$ cat config.mk
export PLATFORM = sky130hd
export DESIGN_NAME = mem_stage_ctrl
export DESIGN_NICKNAME = d
export VERILOG_FILES = /design/src/rtl/mem_stage_pkg.sv /design/src/rtl/call_stack_lifo.sv /design/src/rtl/mem_stage_ctrl.sv
export SDC_FILE = /design/constraint.sdc
export NUM_CORES = 1
export LEC_CHECK = 0
export CAP_MARGIN = 20
export CORE_MARGIN = 2
export CORE_UTILIZATION = 50
export DETAILED_ROUTE_END_ITERATION = 8
export GPL_ROUTABILITY_DRIVEN = 0
export PLACE_DENSITY = 0.71
export SLEW_MARGIN = 20
export SYNTH_ARGS = -nofsm -noshare
export SYNTH_HDL_FRONTEND = slang
export SYNTH_HIERARCHICAL = 1
export SYNTH_SLANG_ARGS = --single-unit
$ cat constraint.sdc
create_clock -name clock -period 17.7 [get_ports clock]
set_clock_uncertainty 0.1 [all_clocks]
set_input_delay 3.54 -clock clock [delete_from_list [all_inputs] [get_ports clock]]
set_output_delay 3.54 -clock clock [all_outputs]
set_load 0.01 [all_outputs]
$ cat src/rtl/mem_stage_pkg.sv
`default_nettype none
// ============================================================================
//  Module  : mem_stage_pkg
//  Purpose : Shared definitions for the memory-stage controller: FSM state
//            encoding, byte write-enable codes and the default bus timeout.
//  Ports   : (package, none)
//  Rev     : 1.0  initial release
// ============================================================================
package mem_stage_pkg;

   typedef enum logic [1:0] {
      ST_IDLE = 2'd0,
      ST_BUSY = 2'd1,
      ST_DONE = 2'd2
   } state_e;

   localparam logic [1:0] WREN_NONE = 2'b00;
   localparam logic [1:0] WREN_LO   = 2'b01;
   localparam logic [1:0] WREN_HI   = 2'b10;
   localparam logic [1:0] WREN_BOTH = 2'b11;

   localparam int DEFAULT_TIMEOUT = 255;

endpackage : mem_stage_pkg
`default_nettype wire

$ cat src/rtl/call_stack_lifo.sv
`default_nettype none
// ============================================================================
//  Module  : call_stack_lifo
//  Purpose : Call-stack LIFO with occupancy counter. Push when full and pop
//            when empty are ignored; the caller sees full/empty to flag them.
//  Ports   : clock, reset        - clock, async active-high reset
//            push, pop           - single-cycle operation strobes
//            push_data           - value to push
//            full, empty         - occupancy status
//            top_data            - current top entry, 0 when empty
//  Rev     : 1.0  initial release
// ============================================================================
module call_stack_lifo #(
   parameter int CS_DEPTH   = 16,
   parameter int DATA_WIDTH = 16
) (
   input  logic                  clock,
   input  logic                  reset,
   input  logic                  push,
   input  logic                  pop,
   input  logic [DATA_WIDTH-1:0] push_data,
   output logic                  full,
   output logic                  empty,
   output logic [DATA_WIDTH-1:0] top_data
);

   // CS_DEPTH must be a power of two >= 2; the counter has one extra bit so
   // that "full" (count == CS_DEPTH) is representable.
   localparam int IDX_W = $clog2(CS_DEPTH);
   localparam int PTR_W = IDX_W + 1;
   localparam logic [PTR_W-1:0] C_DEPTH = PTR_W'(CS_DEPTH);

   logic [DATA_WIDTH-1:0] mem_q [CS_DEPTH];
   logic [DATA_WIDTH-1:0] mem_d [CS_DEPTH];
   logic [PTR_W-1:0]      count_q, count_d;
   logic [PTR_W-1:0]      count_dec;
   logic [IDX_W-1:0]      top_idx;
   logic [IDX_W-1:0]      wr_idx;

   assign full      = (count_q == C_DEPTH);
   assign empty     = (count_q == '0);
   assign count_dec = count_q - PTR_W'(1);
   assign top_idx   = count_dec[IDX_W-1:0];
   assign wr_idx    = count_q[IDX_W-1:0];
   assign top_data  = empty ? '0 : mem_q[top_idx];

   always_comb begin
      mem_d   = mem_q;
      count_d = count_q;
      if (push && !full) begin
         mem_d[wr_idx] = push_data;
         count_d       = count_q + PTR_W'(1);
      end else if (pop && !empty) begin
         count_d = count_dec;
      end
   end

   always_ff @(posedge clock or posedge reset) begin
      if (reset) begin
         mem_q   <= '{default: '0};
         count_q <= '0;
      end else begin
         mem_q   <= mem_d;
         count_q <= count_d;
      end
   end

endmodule : call_stack_lifo
`default_nettype wire

$ cat src/rtl/mem_stage_ctrl.sv
`default_nettype none
// ============================================================================
//  Module  : mem_stage_ctrl
//  Purpose : Memory-stage access controller. Arbitrates main memory (handshaked,
//            multi-cycle, with timeout), frame buffer (single-cycle write) and
//            an internal call stack; returns load data toward MEM/WB.
//  Ports   : clock, reset                 - clock, async active-high reset
//            mem_wren, *_enable, addr_in, store_data_in - EX/MEM controls
//            mm_req/we/addr/wdata, mm_rdata, mm_ack      - main-memory bus
//            fb_we/addr/wdata             - frame-buffer write port
//            load_data, load_valid        - result to MEM/WB
//            mem_stall                    - hold request to hazard unit
//            bus_error, cs_overflow, cs_underflow - status
//  Rev     : 1.0  initial release
// ============================================================================
module mem_stage_ctrl
   import mem_stage_pkg::*;
#(
   parameter int ADDR_WIDTH = 16,
   parameter int DATA_WIDTH = 16,
   parameter int CS_DEPTH   = 16,
   parameter int TIMEOUT    = DEFAULT_TIMEOUT
) (
   input  logic                  clock,
   input  logic                  reset,
   input  logic [1:0]            mem_wren,
   input  logic                  main_memory_enable,
   input  logic                  frame_buffer_enable,
   input  logic                  call_stack_enable,
   input  logic [ADDR_WIDTH-1:0] addr_in,
   input  logic [DATA_WIDTH-1:0] store_data_in,
   output logic                  mm_req,
   output logic [1:0]            mm_we,
   output logic [ADDR_WIDTH-1:0] mm_addr,
   output logic [DATA_WIDTH-1:0] mm_wdata,
   input  logic [DATA_WIDTH-1:0] mm_rdata,
   input  logic                  mm_ack,
   output logic [1:0]            fb_we,
   output logic [ADDR_WIDTH-1:0] fb_addr,
   output logic [DATA_WIDTH-1:0] fb_wdata,
   output logic [DATA_WIDTH-1:0] load_data,
   output logic                  load_valid,
   output logic                  mem_stall,
   output logic                  bus_error,
   output logic                  cs_overflow,
   output logic                  cs_underflow
);

   localparam int CNT_W = $clog2(TIMEOUT + 1);
   localparam logic [CNT_W-1:0] C_TIMEOUT = CNT_W'(TIMEOUT);

   state_e                state_q, state_d;
   logic [CNT_W-1:0]      cnt_q, cnt_d, cnt_inc;
   logic                  mm_req_q, mm_req_d;
   logic [1:0]            mm_we_q, mm_we_d;
   logic [ADDR_WIDTH-1:0] mm_addr_q, mm_addr_d;
   logic [DATA_WIDTH-1:0] mm_wdata_q, mm_wdata_d;
   logic [1:0]            fb_we_q, fb_we_d;
   logic [ADDR_WIDTH-1:0] fb_addr_q, fb_addr_d;
   logic [DATA_WIDTH-1:0] fb_wdata_q, fb_wdata_d;
   logic [DATA_WIDTH-1:0] load_data_q, load_data_d;
   logic                  load_valid_q, load_valid_d;
   logic                  bus_error_q, bus_error_d;
   logic                  ovf_q, ovf_d;
   logic                  unf_q, unf_d;

   logic                  cs_push, cs_pop, cs_full, cs_empty;
   logic [DATA_WIDTH-1:0] cs_top;

   call_stack_lifo #(
      .CS_DEPTH   (CS_DEPTH),
      .DATA_WIDTH (DATA_WIDTH)
   ) u_call_stack (
      .clock     (clock),
      .reset     (reset),
      .push      (cs_push),
      .pop       (cs_pop),
      .push_data (store_data_in),
      .full      (cs_full),
      .empty     (cs_empty),
      .top_data  (cs_top)
   );

   assign cnt_inc = cnt_q + CNT_W'(1);

   always_comb begin
      state_d      = state_q;
      cnt_d        = cnt_q;
      mm_req_d     = mm_req_q;
      mm_we_d      = mm_we_q;
      mm_addr_d    = mm_addr_q;
      mm_wdata_d   = mm_wdata_q;
      fb_we_d      = WREN_NONE;
      fb_addr_d    = fb_addr_q;
      fb_wdata_d   = fb_wdata_q;
      load_data_d  = load_data_q;
      load_valid_d = 1'b0;
      bus_error_d  = 1'b0;
      ovf_d        = ovf_q;
      unf_d        = unf_q;
      cs_push      = 1'b0;
      cs_pop       = 1'b0;

      case (state_q)
         ST_IDLE: begin
            // Fixed priority: main memory, then frame buffer, then call stack.
            if (main_memory_enable) begin
               state_d    = ST_BUSY;
               cnt_d      = '0;
               mm_req_d   = 1'b1;
               mm_we_d    = mem_wren;
               mm_addr_d  = addr_in;
               mm_wdata_d = store_data_in;
            end else if (frame_buffer_enable) begin
               if (mem_wren != WREN_NONE) begin
                  fb_we_d    = mem_wren;
                  fb_addr_d  = addr_in;
                  fb_wdata_d = store_data_in;
               end
            end else if (call_stack_enable) begin
               if (mem_wren != WREN_NONE) begin
                  cs_push = 1'b1;
                  if (cs_full) ovf_d = 1'b1;
               end else begin
                  // cs_top already reads 0 when the stack is empty.
                  cs_pop       = 1'b1;
                  load_data_d  = cs_top;
                  load_valid_d = 1'b1;
                  if (cs_empty) unf_d = 1'b1;
               end
            end
         end
         ST_BUSY: begin
            cnt_d = cnt_inc;
            // Ack is checked first so an ack on the timeout cycle still wins.
            if (mm_ack) begin
               mm_req_d = 1'b0;
               state_d  = ST_DONE;
               if (mm_we_q == WREN_NONE) begin
                  load_data_d  = mm_rdata;
                  load_valid_d = 1'b1;
               end
            end else if (cnt_inc == C_TIMEOUT) begin
               mm_req_d     = 1'b0;
               state_d      = ST_DONE;
               load_data_d  = '1;
               bus_error_d  = 1'b1;
               load_valid_d = (mm_we_q == WREN_NONE);
            end
         end
         ST_DONE: state_d = ST_IDLE;
         default: state_d = ST_IDLE;
      endcase
   end

   always_ff @(posedge clock or posedge reset) begin
      if (reset) begin
         state_q      <= ST_IDLE;
         cnt_q        <= '0;
         mm_req_q     <= 1'b0;
         mm_we_q      <= WREN_NONE;
         mm_addr_q    <= '0;
         mm_wdata_q   <= '0;
         fb_we_q      <= WREN_NONE;
         fb_addr_q    <= '0;
         fb_wdata_q   <= '0;
         load_data_q  <= '0;
         load_valid_q <= 1'b0;
         bus_error_q  <= 1'b0;
         ovf_q        <= 1'b0;
         unf_q        <= 1'b0;
      end else begin
         state_q      <= state_d;
         cnt_q        <= cnt_d;
         mm_req_q     <= mm_req_d;
         mm_we_q      <= mm_we_d;
         mm_addr_q    <= mm_addr_d;
         mm_wdata_q   <= mm_wdata_d;
         fb_we_q      <= fb_we_d;
         fb_addr_q    <= fb_addr_d;
         fb_wdata_q   <= fb_wdata_d;
         load_data_q  <= load_data_d;
         load_valid_q <= load_valid_d;
         bus_error_q  <= bus_error_d;
         ovf_q        <= ovf_d;
         unf_q        <= unf_d;
      end
   end

   // Stall is combinational so EX/MEM freezes in the same cycle the request
   // appears; gated by reset so every output reads 0 while reset is held.
   assign mem_stall = !reset &&
                      (((state_q == ST_IDLE) && main_memory_enable) || (state_q == ST_BUSY));

   assign mm_req       = mm_req_q;
   assign mm_we        = mm_we_q;
   assign mm_addr      = mm_addr_q;
   assign mm_wdata     = mm_wdata_q;
   assign fb_we        = fb_we_q;
   assign fb_addr      = fb_addr_q;
   assign fb_wdata     = fb_wdata_q;
   assign load_data    = load_data_q;
   assign load_valid   = load_valid_q;
   assign bus_error    = bus_error_q;
   assign cs_overflow  = ovf_q;
   assign cs_underflow = unf_q;

endmodule : mem_stage_ctrl
`default_nettype wire

=== Yosys cells after proc, flatten, opt, wreduce, memory -nomap -nowiden ===
Index checks and enable logic that the tools add are counted.

* Output and inout bits: 90
* Bits in registers: 360
* Input bits: 56

* Mux-type cells: 48
* Reductions and logical operators: 23
* Eq/ne operators: 10
* Add/subtract/negate cells: 3
* $lt $le $gt $ge: 3
* Bitwise operators: 5

{| class="wikitable"
|+ Operators by type and width
! kind !! number
|-
| bitwise mux 256 bit || 1
|-
| 2-to-1 mux 16 bit || 11
|-
| binary-select mux 16 bit (select 4 bit) || 1
|-
| demux 16 bit (select 4 bit) || 1
|-
| case mux 16 bit (2 select lines) || 1
|-
| 2-to-1 mux 1 bit || 19
|-
| case mux 8 bit (2 select lines) || 1
|-
| 2-to-1 mux 2 bit || 7
|-
| AND reduction 6 bit || 2
|-
| greater-or-equal comparator 5 bit, second input constant || 2
|-
| 2-to-1 mux 5 bit || 2
|-
| inequality test 2 bit, second input constant || 5
|-
| inverter 4 -> 5 bit || 2
|-
| adder 8 x 1 -> 8 bit, second input constant || 1
|-
| equality test 8 bit, second input constant || 1
|-
| 2-to-1 mux 8 bit || 1
|-
| AND reduction 7 bit || 1
|-
| inequality test 3 bit, second input constant || 2
|-
| AND reduction 2 bit || 3
|-
| nonzero test 2 bit || 3
|-
| adder 5 x 1 -> 5 bit, second input constant || 1
|-
| equality test 5 bit, second input constant || 1
|-
| logical AND 1 bit || 5
|-
| logical NOT 5 bit || 1
|-
| other kinds (11) || 17
|}

=== Longest topological paths before layout ===
* Depth in word-level cells: 11
* Mapped depth: 15

=== Modules after synthesis ===
Netlist, hierarchy kept.

{| class="wikitable"
|+ By module, submodules not included
! module !! seq. area each (um2) !! area each (um2) !! cells each !! times used
|-
| call_stack_lifo || 6531.3 || 12124.1 || 781 || 1
|-
| mem_stage_ctrl || 2477.4 || 4256.6 || 328 || 1
|}

=== Least setup slack after synthesis ===
OpenSTA, ideal clock, no wires.

* Path kind: input -> output
* From: in main_memory_enable
* To: out mem_stall
* Path buffers: 1
* Slack: 9.817 ns
* Stages: 4
* Data arrival time: 4.243 ns
* Cell sequence: and2_1 buf_2 nor2_1 nor2_1

* Longest elaborated chain between the ends: 3

{| class="wikitable"
|+ RTL lines
! what !! RTL line !! text
|-
| from (decl) || mem_stage_ctrl.sv:27 || <nowiki>input logic main_memory_enable,</nowiki>
|-
| logical AND 1 bit || mem_stage_ctrl.sv:193 || <nowiki>(((state_q == ST_IDLE) && main_memory_enable) || (state_q == ST_BUSY));</nowiki>
|-
| logical OR 1 bit || mem_stage_ctrl.sv:193 ||
|-
| logical AND 1 bit || mem_stage_ctrl.sv:192 || <nowiki>assign mem_stall = !reset &&</nowiki>
|-
| to (decl) || mem_stage_ctrl.sv:43 || <nowiki>output logic mem_stall,</nowiki>
|}

Every way passes these cells.

=== Worst setup path in the final report ===
Same ends and word-level chain as after synthesis.

==> metrics.txt <==
# TYPE chip_impl_metric gauge
chip_impl_metric{name="globalRoute.totalOverflow",unit=""} 0
chip_impl_metric{name="cts.reportedPaths.clkPinSlew",unit="ns"} 0.06
chip_impl_metric{name="synthesis.instances",unit=""} 1109
chip_impl_metric{name="worst_skew_pair.late_latency",unit="ns"} 0.52
chip_impl_metric{name="worst_ir_drop_vdd",unit="mV"} 0.1069
chip_impl_metric{name="finalPower",unit="µW"} 3068
chip_impl_metric{name="number_of_antenna_violations_at_the_first_check_in_global_routing",unit=""} 1
chip_impl_metric{name="antenna_cells",unit=""} 0
chip_impl_metric{name="regToRegSetupSlack",unit="ns"} 13.43
chip_impl_metric{name="chipHeight",unit="µm"} 185
chip_impl_info{name="worstReg2RegStart",value="u_call_stack/count_q[0]"} 1
chip_impl_metric{name="synth-async-reset-ratio",unit="%"} 100.0
chip_impl_metric{name="floorplan.io_pins",unit=""} 146
chip_impl_metric{name="report.final.hold_viol_count",unit=""} 0
chip_impl_metric{name="p_leak",unit="µW"} 0.009082
chip_impl_metric{name="synth.ff_latch_count",unit=""} 360
chip_impl_metric{name="post_synth_fa_ha_maj_area_fraction",unit="%"} 0.5347
chip_impl_info{name="timing_worst_setup_path_type",value="in -> out"} 1
chip_impl_metric{name="final_max_slew_viol_count",unit=""} 0
chip_impl_metric{name="htree_num_levels",unit=""} 2
chip_impl_metric{name="initial_cell_density_of_the_core",unit="%"} 50.60
chip_impl_metric{name="first_iter_violations",unit=""} 526
chip_impl_info{name="critical_path.slowest_cell",value="sky130_fd_sc_hd__clkdlybuf4s50_1"} 1
chip_impl_metric{name="ys_types",unit=""} 58
chip_impl_metric{name="synth.yosys.warnings",unit=""} 6
chip_impl_metric{name="fp.dieW",unit="µm"} 185
chip_impl_metric{name="avgRoutedWirePerCell",unit="µm"} 21.02
chip_impl_metric{name="drt_pre_antenna_iters",unit=""} 7
chip_impl_metric{name="avgViaCountPerCell",unit=""} 5.593
chip_impl_info{name="classification_of_the_worst_slack_hold_path",value="reg -> reg"} 1
chip_impl_metric{name="final_min_period_over_clock_period",unit="%"} 51.76
chip_impl_metric{name="synth.area.mux_share",unit="%"} 33.35
chip_impl_metric{name="io_buffers",unit=""} 145
chip_impl_metric{name="ant_nets",unit=""} 0
chip_impl_metric{name="final_period_minus_worst_setup_slack",unit="ns"} 9.162
chip_impl_info{name="reg2reg_to",value="load_data[8]"} 1
chip_impl_metric{name="drive_gt1_share",unit="%"} 38.61
chip_impl_metric{name="synth_edf_count",unit=""} 0
chip_impl_metric{name="clock.fmax",unit="MHz"} 109.1
chip_impl_metric{name="wp_buf_inv",unit=""} 3
chip_impl_metric{name="hpwl",unit="mm"} 21.78
chip_impl_metric{name="cp.depth",unit=""} 6
chip_impl_metric{name="yosys.area_share.simple",unit="%"} 4.438
chip_impl_metric{name="worstRegToRegCells",unit=""} 9
chip_impl_metric{name="grt_usage",unit="%"} 21.63
chip_impl_metric{name="standard_cell_rows",unit=""} 66
chip_impl_metric{name="worstPathArrival",unit="ns"} 5.52
chip_impl_metric{name="tns",unit="ns"} 0
chip_impl_info{name="layout_commonest_cell",value="sky130_fd_sc_hd__dfrtp_1"} 1
chip_impl_info{name="endpoint_kind",value="output pin"} 1
chip_impl_info{name="result_of_the_run",value="complete, no violations"} 1
chip_impl_info{name="timing.critical_path.to",value="mem_stall"} 1
chip_impl_metric{name="global_route_wire_length_before_repair",unit="mm"} 56.88
chip_impl_metric{name="path_max_fanout",unit=""} 38
chip_impl_info{name="grt_setup_unrepaired",value="no"} 1
chip_impl_metric{name="die-area",unit="µm²"} 34230
chip_impl_metric{name="post_synthesis_instance_area",unit="µm²"} 16380
chip_impl_metric{name="routed_wirelength",unit="mm"} 35.69
chip_impl_info{name="synth_top_family_by_area",value="multiplexers"} 1
chip_impl_metric{name="postCtsSetupRepairBufs",unit=""} 0
chip_impl_metric{name="drc",unit=""} 0
chip_impl_metric{name="nets",unit=""} 1289
chip_impl_metric{name="largest_net_degree_at_the_start_of_global_routing",unit=""} 109
chip_impl_metric{name="ctsHoldBuffers",unit=""} 0
chip_impl_metric{name="worst_max_slew_pin_slew",unit="ns"} 1.027
chip_impl_metric{name="cts.repair.resized",unit=""} 0
chip_impl_metric{name="synthXorXnorAreaFrac",unit="%"} 0.4201
chip_impl_metric{name="timing.final.setup_violations",unit=""} 0
chip_impl_info{name="clockRootBuffer",value="sky130_fd_sc_hd__clkbuf_16"} 1
chip_impl_metric{name="synth_area_per_cell",unit="µm²"} 14.77
chip_impl_info{name="clock_tree_from_tritoncts",value="yes"} 1
chip_impl_info{name="cp-startpoint",value="main_memory_enable"} 1
chip_impl_metric{name="synth-compound-area-share",unit="%"} 2.819
chip_impl_info{name="top_delay_family_on_crit_path",value="buffers and inverters"} 1
chip_impl_info{name="crit_chain",value="clkdlybuf4s50_1 -> and2_2 -> buf_4 -> nor2_1 -> nor2_1 -> clkdlybuf4s50_1"} 1
chip_impl_info{name="start_kind",value="input pin"} 1
chip_impl_metric{name="core_region_area",unit="µm²"} 32370
chip_impl_metric{name="clkSinkCount",unit=""} 360
chip_impl_metric{name="timing.max_cap.violations",unit=""} 0
chip_impl_metric{name="detailroute.via_count",unit=""} 9497
chip_impl_metric{name="flow.area_growth_from_synthesis",unit="%"} 17.74
chip_impl_metric{name="syn-num-nets",unit=""} 1172
chip_impl_metric{name="synth_sequential_area_ratio",unit="%"} 55.00
chip_impl_metric{name="clockBufferDepth",unit=""} 3
chip_impl_info{name="dominantRegCellSynth",value="sky130_fd_sc_hd__dfrtp_1"} 1
chip_impl_metric{name="critPathMaxStageDelay",unit="ns"} 0.54
chip_impl_metric{name="cts_inserted_buffers",unit=""} 39
chip_impl_metric{name="worstPathRequired",unit="ns"} 14.06
chip_impl_metric{name="number_of_global_route_vias_before_repair",unit=""} 10060
chip_impl_metric{name="relSlewSlack",unit="%"} 31.54
chip_impl_info{name="layout_common_cells",value="sky130_fd_sc_hd__dfrtp_1, sky130_fd_sc_hd__mux2_2, sky130_fd_sc_hd__clkdlybuf4s50_1"} 1
chip_impl_metric{name="powerDensity",unit="nW/µm²"} 159.1
==> kinds of logic (layout without fill, tap and decap cells) <==
group / after synthesis / in the layout
mux: 418 / 418
fa+ha+maj: 7 / 7
flops: 360 / 360
xor+xnor: 7 / 7
buf+inv: 111 / 258
simple gates: 138 / 138
compound gates: 68 / 68
==> registers in the layout (all words and copies together) (netlist names), 2 cells and up <==
register	cells
state_q	2
mm_we	2
u_call_stack/mem_q	256
u_call_stack/count_q	5
fb_addr	16
cnt_q	8
mm_addr	16
mm_wdata	16
load_data	16
fb_wdata	16
fb_we	2
==> worst register-to-register path, stage by stage, from the launching register on <==
cell                      delay (ns)
sky130_fd_sc_hd__dfrtp_4        0.85
sky130_fd_sc_hd__inv_1          0.25
sky130_fd_sc_hd__ha_4           0.62
sky130_fd_sc_hd__buf_4          0.65
sky130_fd_sc_hd__mux4_2         0.65
sky130_fd_sc_hd__mux2i_1        0.35
sky130_fd_sc_hd__o22ai_1        0.15
sky130_fd_sc_hd__nor2_1         0.19
sky130_fd_sc_hd__a31oi_1        0.06
sky130_fd_sc_hd__mux2_4         0.29
==> area by class of cell <==
cell class	instances	area, µm²
multi-input cells	638	6843
inverters	31	127.6
clock buffers	61	1140
well taps	442	553.0
clock inverters	10	72.57
fillers	2552	13090
repair buffers	156	1538
flip-flops and latches	360	9012
==> power by group <==
part / leakage (µW) / internal, µW / switching (µW)
Sequential: 0.00477 / 1050 / 149
Clock: 0.000585 / 445 / 323
Combinational: 0.00373 / 601 / 498
==> routing by layer <==
layer	GRT usage, %	up-vias	share of wire [%]
li1	-	4277	-
met1	29.82	4955	45
met2	35.15	206	48
met3	3.716	57	4.9
met4	6.984	2	2.5
met5	0	-	0.050
==> synthesized netlist by cell type, types with 4 or more instances <==
library cell	n	area [µm²]
sky130_fd_sc_hd__a21oi_1	6	30.03
sky130_fd_sc_hd__a31o_2	4	35.03
sky130_fd_sc_hd__a31oi_1	17	106.4
sky130_fd_sc_hd__and2_1	6	37.54
sky130_fd_sc_hd__buf_2	33	165.2
sky130_fd_sc_hd__buf_4	7	52.55
sky130_fd_sc_hd__buf_6	8	90.09
sky130_fd_sc_hd__clkbuf_1	27	101.4
sky130_fd_sc_hd__dfrtp_1	360	9009
sky130_fd_sc_hd__ha_1	7	87.58
sky130_fd_sc_hd__inv_1	29	108.9
sky130_fd_sc_hd__mux2_2	301	3390
sky130_fd_sc_hd__mux2_4	20	300.3
sky130_fd_sc_hd__mux2i_1	32	320.3
sky130_fd_sc_hd__mux4_2	64	1441
sky130_fd_sc_hd__nand2_1	60	225.2
sky130_fd_sc_hd__nand2_4	4	45.04
sky130_fd_sc_hd__nand3_1	5	25.02
sky130_fd_sc_hd__nand3_2	5	50.05
sky130_fd_sc_hd__nor2_1	27	101.4
sky130_fd_sc_hd__nor3_1	4	20.02
sky130_fd_sc_hd__o21ai_0	9	45.04
sky130_fd_sc_hd__o22ai_1	19	118.9
sky130_fd_sc_hd__xnor2_1	4	35.03
==> through the flow <==
| stage | hold slack (ns) | area [µm²] | cells | worst slack, ns | utilization, % |
|---|---|---|---|---|---|
| finish | 0.3636 | 19290 | 1698 | 8.538 | 59.58 |
| global route | 0.4008 | 19290 | 1698 | 8.388 | 59.58 |
| CTS | 0.3734 | 19280 | 1698 | 8.492 | 59.57 |
| detailed placement | 0.3605 | 18070 | 1627 | 8.491 | 55.82 |
| global placement | 0.3480 | 18070 | 1627 | 8.512 | 55.82 |
| floorplan | 0.3412 | 16380 | 1109 | 6.877 | - |
==> how the worst min path moves through the flow <==
stage                                       end  slack, ns  depth (start not counted)                   from
after global placement             cs_underflow       0.35                          1           cs_underflow
after CTS                          cs_underflow       0.37                          1           cs_underflow
after floorplan           u_call_stack/mem_q[0]       0.34                          2  u_call_stack/mem_q[0]
final                              cs_underflow       0.36                          1           cs_underflow
after global routing                cs_overflow       0.40                          1            cs_overflow
after detailed placement           cs_underflow       0.36                          1           cs_underflow
Note: power is estimated with default switching activity, not from simulation.
